### config.mk
export PLATFORM = sky130hd
export DESIGN_NAME = fifo_wr_arbiter
export DESIGN_NICKNAME = d
export VERILOG_FILES = /design/src/rtl/fifo_arb_pkg.sv /design/src/rtl/rr_pick.sv /design/src/rtl/fifo_wr_arbiter.sv
export SDC_FILE = /design/constraint.sdc
export NUM_CORES = 1
export LEC_CHECK = 0
export ABC_AREA = 1
export CAP_MARGIN = 40
export CORE_MARGIN = 5
export CORE_UTILIZATION = 30
export DETAILED_ROUTE_END_ITERATION = 10
export PLACE_DENSITY_LB_ADDON = 0.2
export SYNTH_ARGS = -nofsm -noshare
export SYNTH_HDL_FRONTEND = slang
export SYNTH_SLANG_ARGS = --single-unit
### constraint.sdc
create_clock -name wr_clk -period 2.2 [get_ports wr_clk]
set_input_delay 0.33 -clock wr_clk [delete_from_list [all_inputs] [get_ports wr_clk]]
set_output_delay 0.33 -clock wr_clk [all_outputs]
set_load 0.05 [all_outputs]
### src/rtl/fifo_arb_pkg.sv
// Shared definitions for the FIFO write-port arbiter.
//   arb_state_t : arbiter state (IDLE between grants, GRANT while a requester owns the port)
//   gid_w()     : width of a requester index
//   cnt_w()     : width of a burst counter able to hold 0..max_burst without wrapping
package fifo_arb_pkg;

  typedef enum logic {
    IDLE  = 1'b0,
    GRANT = 1'b1
  } arb_state_t;

  function automatic int gid_w(input int n);
    return (n > 1) ? $clog2(n) : 1;
  endfunction

  function automatic int cnt_w(input int max_burst);
    return (max_burst > 0) ? $clog2(max_burst + 1) : 1;
  endfunction

endpackage

### src/rtl/rr_pick.sv
// Combinational round-robin selector.
//   i_req   : request vector, one bit per requester
//   i_ptr   : index with highest priority; priority falls off cyclically above it
//   o_found : at least one request bit is set
//   o_idx   : first requesting index at or after i_ptr (mod NREQ); 0 when none
module rr_pick
  #(
    parameter int NREQ  = 4,
    parameter int GID_W = 2
  )
  (
    input  logic [NREQ-1:0]  i_req,
    input  logic [GID_W-1:0] i_ptr,
    output logic             o_found,
    output logic [GID_W-1:0] o_idx
  );

  // Offsets are scanned from farthest to nearest so the nearest hit is the
  // last assignment and therefore wins.
  always_comb begin
    int unsigned c;
    o_found = 1'b0;
    o_idx   = '0;
    c       = 0;
    for (int unsigned k = NREQ; k > 0; k--) begin
      c = 32'(i_ptr) + k - 1;
      if (c >= NREQ) c = c - NREQ;
      if (i_req[c]) begin
        o_found = 1'b1;
        o_idx   = GID_W'(c);
      end
    end
  end

endmodule

### src/rtl/fifo_wr_arbiter.sv
// Round-robin arbiter sharing the dual-clock FIFO write port among NREQ
// requesters in the wr_clk domain, with bursts bounded to MAX_BURST words and
// back-pressure from the FIFO full flag.
//   wr_clk, rstn  : write clock, asynchronous active-low reset
//   req_valid     : per-requester word available
//   req_last      : per-requester last word of packet
//   req_data      : packed data, slice i = [i*DWIDTH +: DWIDTH]
//   req_ready     : per-requester word accepted this cycle (one-hot or zero)
//   fifo_full     : FIFO full flag
//   fifo_wr_en    : FIFO write strobe
//   fifo_data_in  : FIFO write data (slice of the grant holder)
//   grant_id      : current grant holder, meaningful while busy
//   busy          : a grant is active
module fifo_wr_arbiter
  import fifo_arb_pkg::*;
  #(
    parameter  int NREQ      = 4,
    parameter  int DWIDTH    = 16,
    parameter  int MAX_BURST = 4,
    localparam int GID_W     = gid_w(NREQ),
    localparam int CNT_W     = cnt_w(MAX_BURST)
  )
  (
    input  logic                   wr_clk,
    input  logic                   rstn,
    input  logic [NREQ-1:0]        req_valid,
    input  logic [NREQ-1:0]        req_last,
    input  logic [NREQ*DWIDTH-1:0] req_data,
    output logic [NREQ-1:0]        req_ready,
    input  logic                   fifo_full,
    output logic                   fifo_wr_en,
    output logic [DWIDTH-1:0]      fifo_data_in,
    output logic [GID_W-1:0]       grant_id,
    output logic                   busy
  );

  arb_state_t       r_state, w_state_nxt;
  logic [GID_W-1:0] r_gid, w_gid_nxt;
  logic [GID_W-1:0] r_ptr, w_ptr_nxt;
  logic [CNT_W-1:0] r_cnt, w_cnt_nxt;

  logic             w_found;
  logic [GID_W-1:0] w_pick;
  logic             w_sel_valid;
  logic             w_sel_last;
  logic             w_xfer;
  logic [CNT_W-1:0] w_cnt_inc;
  logic [GID_W-1:0] w_gid_next_rr;
  logic [NREQ-1:0]  w_ready;
  logic [DWIDTH-1:0] w_data;

  rr_pick #(.NREQ(NREQ), .GID_W(GID_W)) u_rr_pick (
    .i_req   (req_valid),
    .i_ptr   (r_ptr),
    .o_found (w_found),
    .o_idx   (w_pick)
  );

  assign w_sel_valid   = req_valid[r_gid];
  assign w_sel_last    = req_last[r_gid];
  assign w_xfer        = (r_state == GRANT) && w_sel_valid && !fifo_full;
  assign w_cnt_inc     = r_cnt + 1'b1;
  assign w_gid_next_rr = (r_gid == GID_W'(NREQ - 1)) ? '0 : r_gid + 1'b1;

  always_comb begin
    w_data = '0;
    for (int unsigned i = 0; i < NREQ; i++) begin
      if (r_gid == GID_W'(i)) w_data = req_data[i*DWIDTH +: DWIDTH];
    end
  end

  always_comb begin
    w_state_nxt = r_state;
    w_gid_nxt   = r_gid;
    w_ptr_nxt   = r_ptr;
    w_cnt_nxt   = r_cnt;
    w_ready     = '0;
    case (r_state)
      IDLE: begin
        if (w_found) begin
          w_gid_nxt   = w_pick;
          w_cnt_nxt   = '0;
          w_state_nxt = GRANT;
        end
      end
      GRANT: begin
        if (w_xfer) w_ready[r_gid] = 1'b1;
        // A gap in the holder's valid releases without a transfer; a stall on
        // full keeps the grant and the count untouched.
        if (!w_sel_valid ||
            (w_xfer && (w_sel_last || (w_cnt_inc == CNT_W'(MAX_BURST))))) begin
          w_ptr_nxt   = w_gid_next_rr;
          w_cnt_nxt   = '0;
          w_state_nxt = IDLE;
        end else if (w_xfer) begin
          w_cnt_nxt = w_cnt_inc;
        end
      end
      default: w_state_nxt = IDLE;
    endcase
  end

  always_ff @(posedge wr_clk or negedge rstn) begin
    if (!rstn) begin
      r_state <= IDLE;
      r_gid   <= '0;
      r_ptr   <= '0;
      r_cnt   <= '0;
    end else begin
      r_state <= w_state_nxt;
      r_gid   <= w_gid_nxt;
      r_ptr   <= w_ptr_nxt;
      r_cnt   <= w_cnt_nxt;
    end
  end

  assign fifo_wr_en   = w_xfer;
  assign req_ready    = w_ready;
  assign fifo_data_in = w_data;
  assign grant_id     = r_gid;
  assign busy         = (r_state == GRANT);

  // Requesters must hold valid, last and data until their word is accepted.
  for (genvar gi = 0; gi < NREQ; gi++) begin : g_proto
    a_hold: assert property (@(posedge wr_clk) disable iff (!rstn)
      (req_valid[gi] && !req_ready[gi]) |=>
        (req_valid[gi] && $stable(req_last[gi]) &&
         $stable(req_data[gi*DWIDTH +: DWIDTH])));
  end

endmodule

==> impl_metrics.ini <==
[critical_path]
startpoint_type = primary input
critical_path_required_ns = 1.87
critPathMaxFanout = 4
critPathCaptureType = output pin
crit_chain = clkdlybuf4s50_1 > nand2_1 > nand3_2 > nand2_4 > nor2_8 > inv_2 > nor2_4 > inv_2 > nor2_2 > buf_12
critPathKind = in -> out
r2r_setup_slack_ns = 0.67
ff2ff_path_depth = 9
critical-path-top-delay-family = buffers and inverters
critPathMostFrequentCell = inv_2
path_depth = 10
slowest_delay_ns = 0.52
critPathSlowestCell = clkdlybuf4s50_1
crit_buf_inv = 4
crit_arrival_ns = 1.78

[sta]
post-route-period-util_pct = 96.08
finalSetupTns_ns = 0
slew_violations = 0
worstMarginPinSlew_ns = 0.4965
period_needed_ns = 2.114
fmax_ghz = 0.4731
clock_skew_ns = 0.004356
rsz0062_at_grt = true
maxSlewHeadroom_pct = 66.80
setup_viol = 0
hold_viol = 0

[global_routing]
overflow = 0
grt_max_degree = 30
antenna_found_initial = 0
grt_pass1_vias = 1731
grt_pass1_wl_um = 9135
grt_usage_pct = 18.48

[cts]
clkSinkCount = 8
clk_path_buf_depth = 2
cts_tree = yes
path_clk_slew_ns = 0.04
holdBufCountCts = 0
cts.htree.levels = 1
root_buffer = clkbuf_8
insertion_delay_ns = 0.22
cts_buffers = 3

[floorplanning]
die_h_um = 76.93
die_w_um = 76.93
dieArea_um2 = 5917
rows = 24
start_util_pct = 30.86
io_pins = 99
core_area_um2 = 4354

[detailed_routing]
wirelength_um = 5686
post_drt_wl_per_cell_um = 14.39
via_per_inst = 4.782
drc = 0
vias = 1889
first_pass_iters = 4
dr.first_iter.drc_count = 74
ant_nets = 0

[power_and_ir_drop]
p_sw_share_pct = 53.78
p_clk_share_pct = 3.2
p_int_w = 0.002536
pwr-share-comb_pct = 91.0
ir_drop_uv = 951.1
pwr-share-seq_pct = 5.8
power.density_nw_per_um2 = 1899
total_leakage_power_nw = 1.322
power.switching_w = 0.002951

[logic_synthesis]
netlist.area_leader.share_pct = 23.74
syn-cell-area_um2 = 1344
yosys.area.top_type = nand2_1
synth_fp_nets = 320
netlist_instances = 239
ys_ff_latch = 8
syn_area_per_cell_um2 = 5.623
yosysUniqueCellTypes = 22
synthTopCellsByArea = nand2_1, dfrtp_1, a21oi_1
yosysWarningCount = 0
yosysSeqAreaShare_pct = 14.90

[finish]
design_area_um2 = 2890
fin_cells = 395
diodes = 0
layout_common_cells = nand2_1, clkdlybuf4s50_1, buf_12
finalNetCount = 425
syn_to_final_growth_pct = 115.1
final_common_cell = nand2_1
drive_gt1_share_pct = 21.57
final_util_pct = 66.38

[place]
port_buffers = 98
hpwlAfterDp_um = 4557
post_dp_cell_area_um2 = 2781
gp_congestion = 0.8149
dp.cells = 386

[job]
maxCapViolCount = 0

[status]
status = complete, no violations

[hold_path]
hold_path_class = in -> async
==> worst paths after layout <==
kind / startpoint / end
worst min-delay path: rstn / r_ptr[1]$_DFFE_PN0P_
worst max register to register: r_ptr[0]$_DFFE_PN0P_ / grant_id[0]$_DFFE_PN0P_
worst min register to register: r_cnt[1]$_DFFE_PN0P_ / r_cnt[1]$_DFFE_PN0P_
worst max-delay path: req_valid[3] / req_ready[1]
min in group wr_clk: r_cnt[1]$_DFFE_PN0P_ / r_cnt[1]$_DFFE_PN0P_
max in group asynchronous: rstn / busy$_DFF_PN0_
==> area by class of cell <==
class	instances	area, um2
fillers	382	1464
repair buffers	112	1343
multi-input cells	197	1151
flip-flops and latches	8	203.9
inverters	22	82.58
well taps	52	65.06
clock buffers	4	45.04
==> logic make-up (layout without fill, tap and decap cells) <==
logic type	after synthesis	count (layout)	synth area share, %
AND/OR/NAND/NOR	135	135	45.44
XOR/XNOR	1	1	0.6519
flip-flops	8	8	14.90
AO/OA/AOI/OAI	55	55	23.28
buffers and inverters	34	138	10.15
adder cells (fa/ha/maj)	6	6	5.586
==> metrics by stage <==
step	hold slack [ns]	total power, W	worst slack, ns
after detailed placement	0.5149	0.005221	0.07534
after global placement	0.4870	0.005183	0.1221
after global routing	0.4125	0.005846	-0.002432
after floorplan	0.03441	0.003235	-0.02115
after CTS	0.3895	0.005407	0.02516
final	0.3747	0.005487	0.08615
==> routing by layer <==
metal,track usage [%],routed length (um),vias to the layer above
met3,3.864,560,2
met2,31.92,2765,65
met1,24.20,2332,828
met5,0,0,-
met4,2.098,26,0
li1,-,-,994
==> power by group through the flow <==
stage          Combinational [W]  Sequential, W  Clock, W
2_1_floorplan            0.00284       0.000396         0
3_3_place_gp             0.00484       0.000342         0
3_5_place_dp             0.00488       0.000343         0
4_1_cts                  0.00489       0.000342  0.000179
5_1_grt                  0.00532       0.000337  0.000189
6_report                 0.00499       0.000320  0.000174
==> sequential cells by signal, indices dropped and copies added (netlist names) <==
register  count
grant_id      2
busy          1
r_cnt         3
r_ptr         2
==> cell usage after synthesis <==
cell / n
nor2_4: 1
buf_2: 7
clkbuf_1: 5
nand3_4: 1
o21ai_0: 5
ha_1: 6
o211ai_1: 15
dfrtp_1: 8
o21ai_1: 3
nor2_8: 1
nand2_4: 2
nor2_2: 4
nand2_2: 2
xor2_1: 1
nand2_1: 85
a21oi_1: 32
nor2_1: 21
inv_1: 17
nand3_2: 2
nand4_1: 3
inv_2: 5
nand3_1: 13
==> repair_timing <==
action | CTS | global route
buffers inserted | 0 | 4
hold endpoints to repair | 0 | 0
setup endpoints to repair | 0 | 17
gates resized for setup | 0 | 4
(Power assumes the default switching activity.)
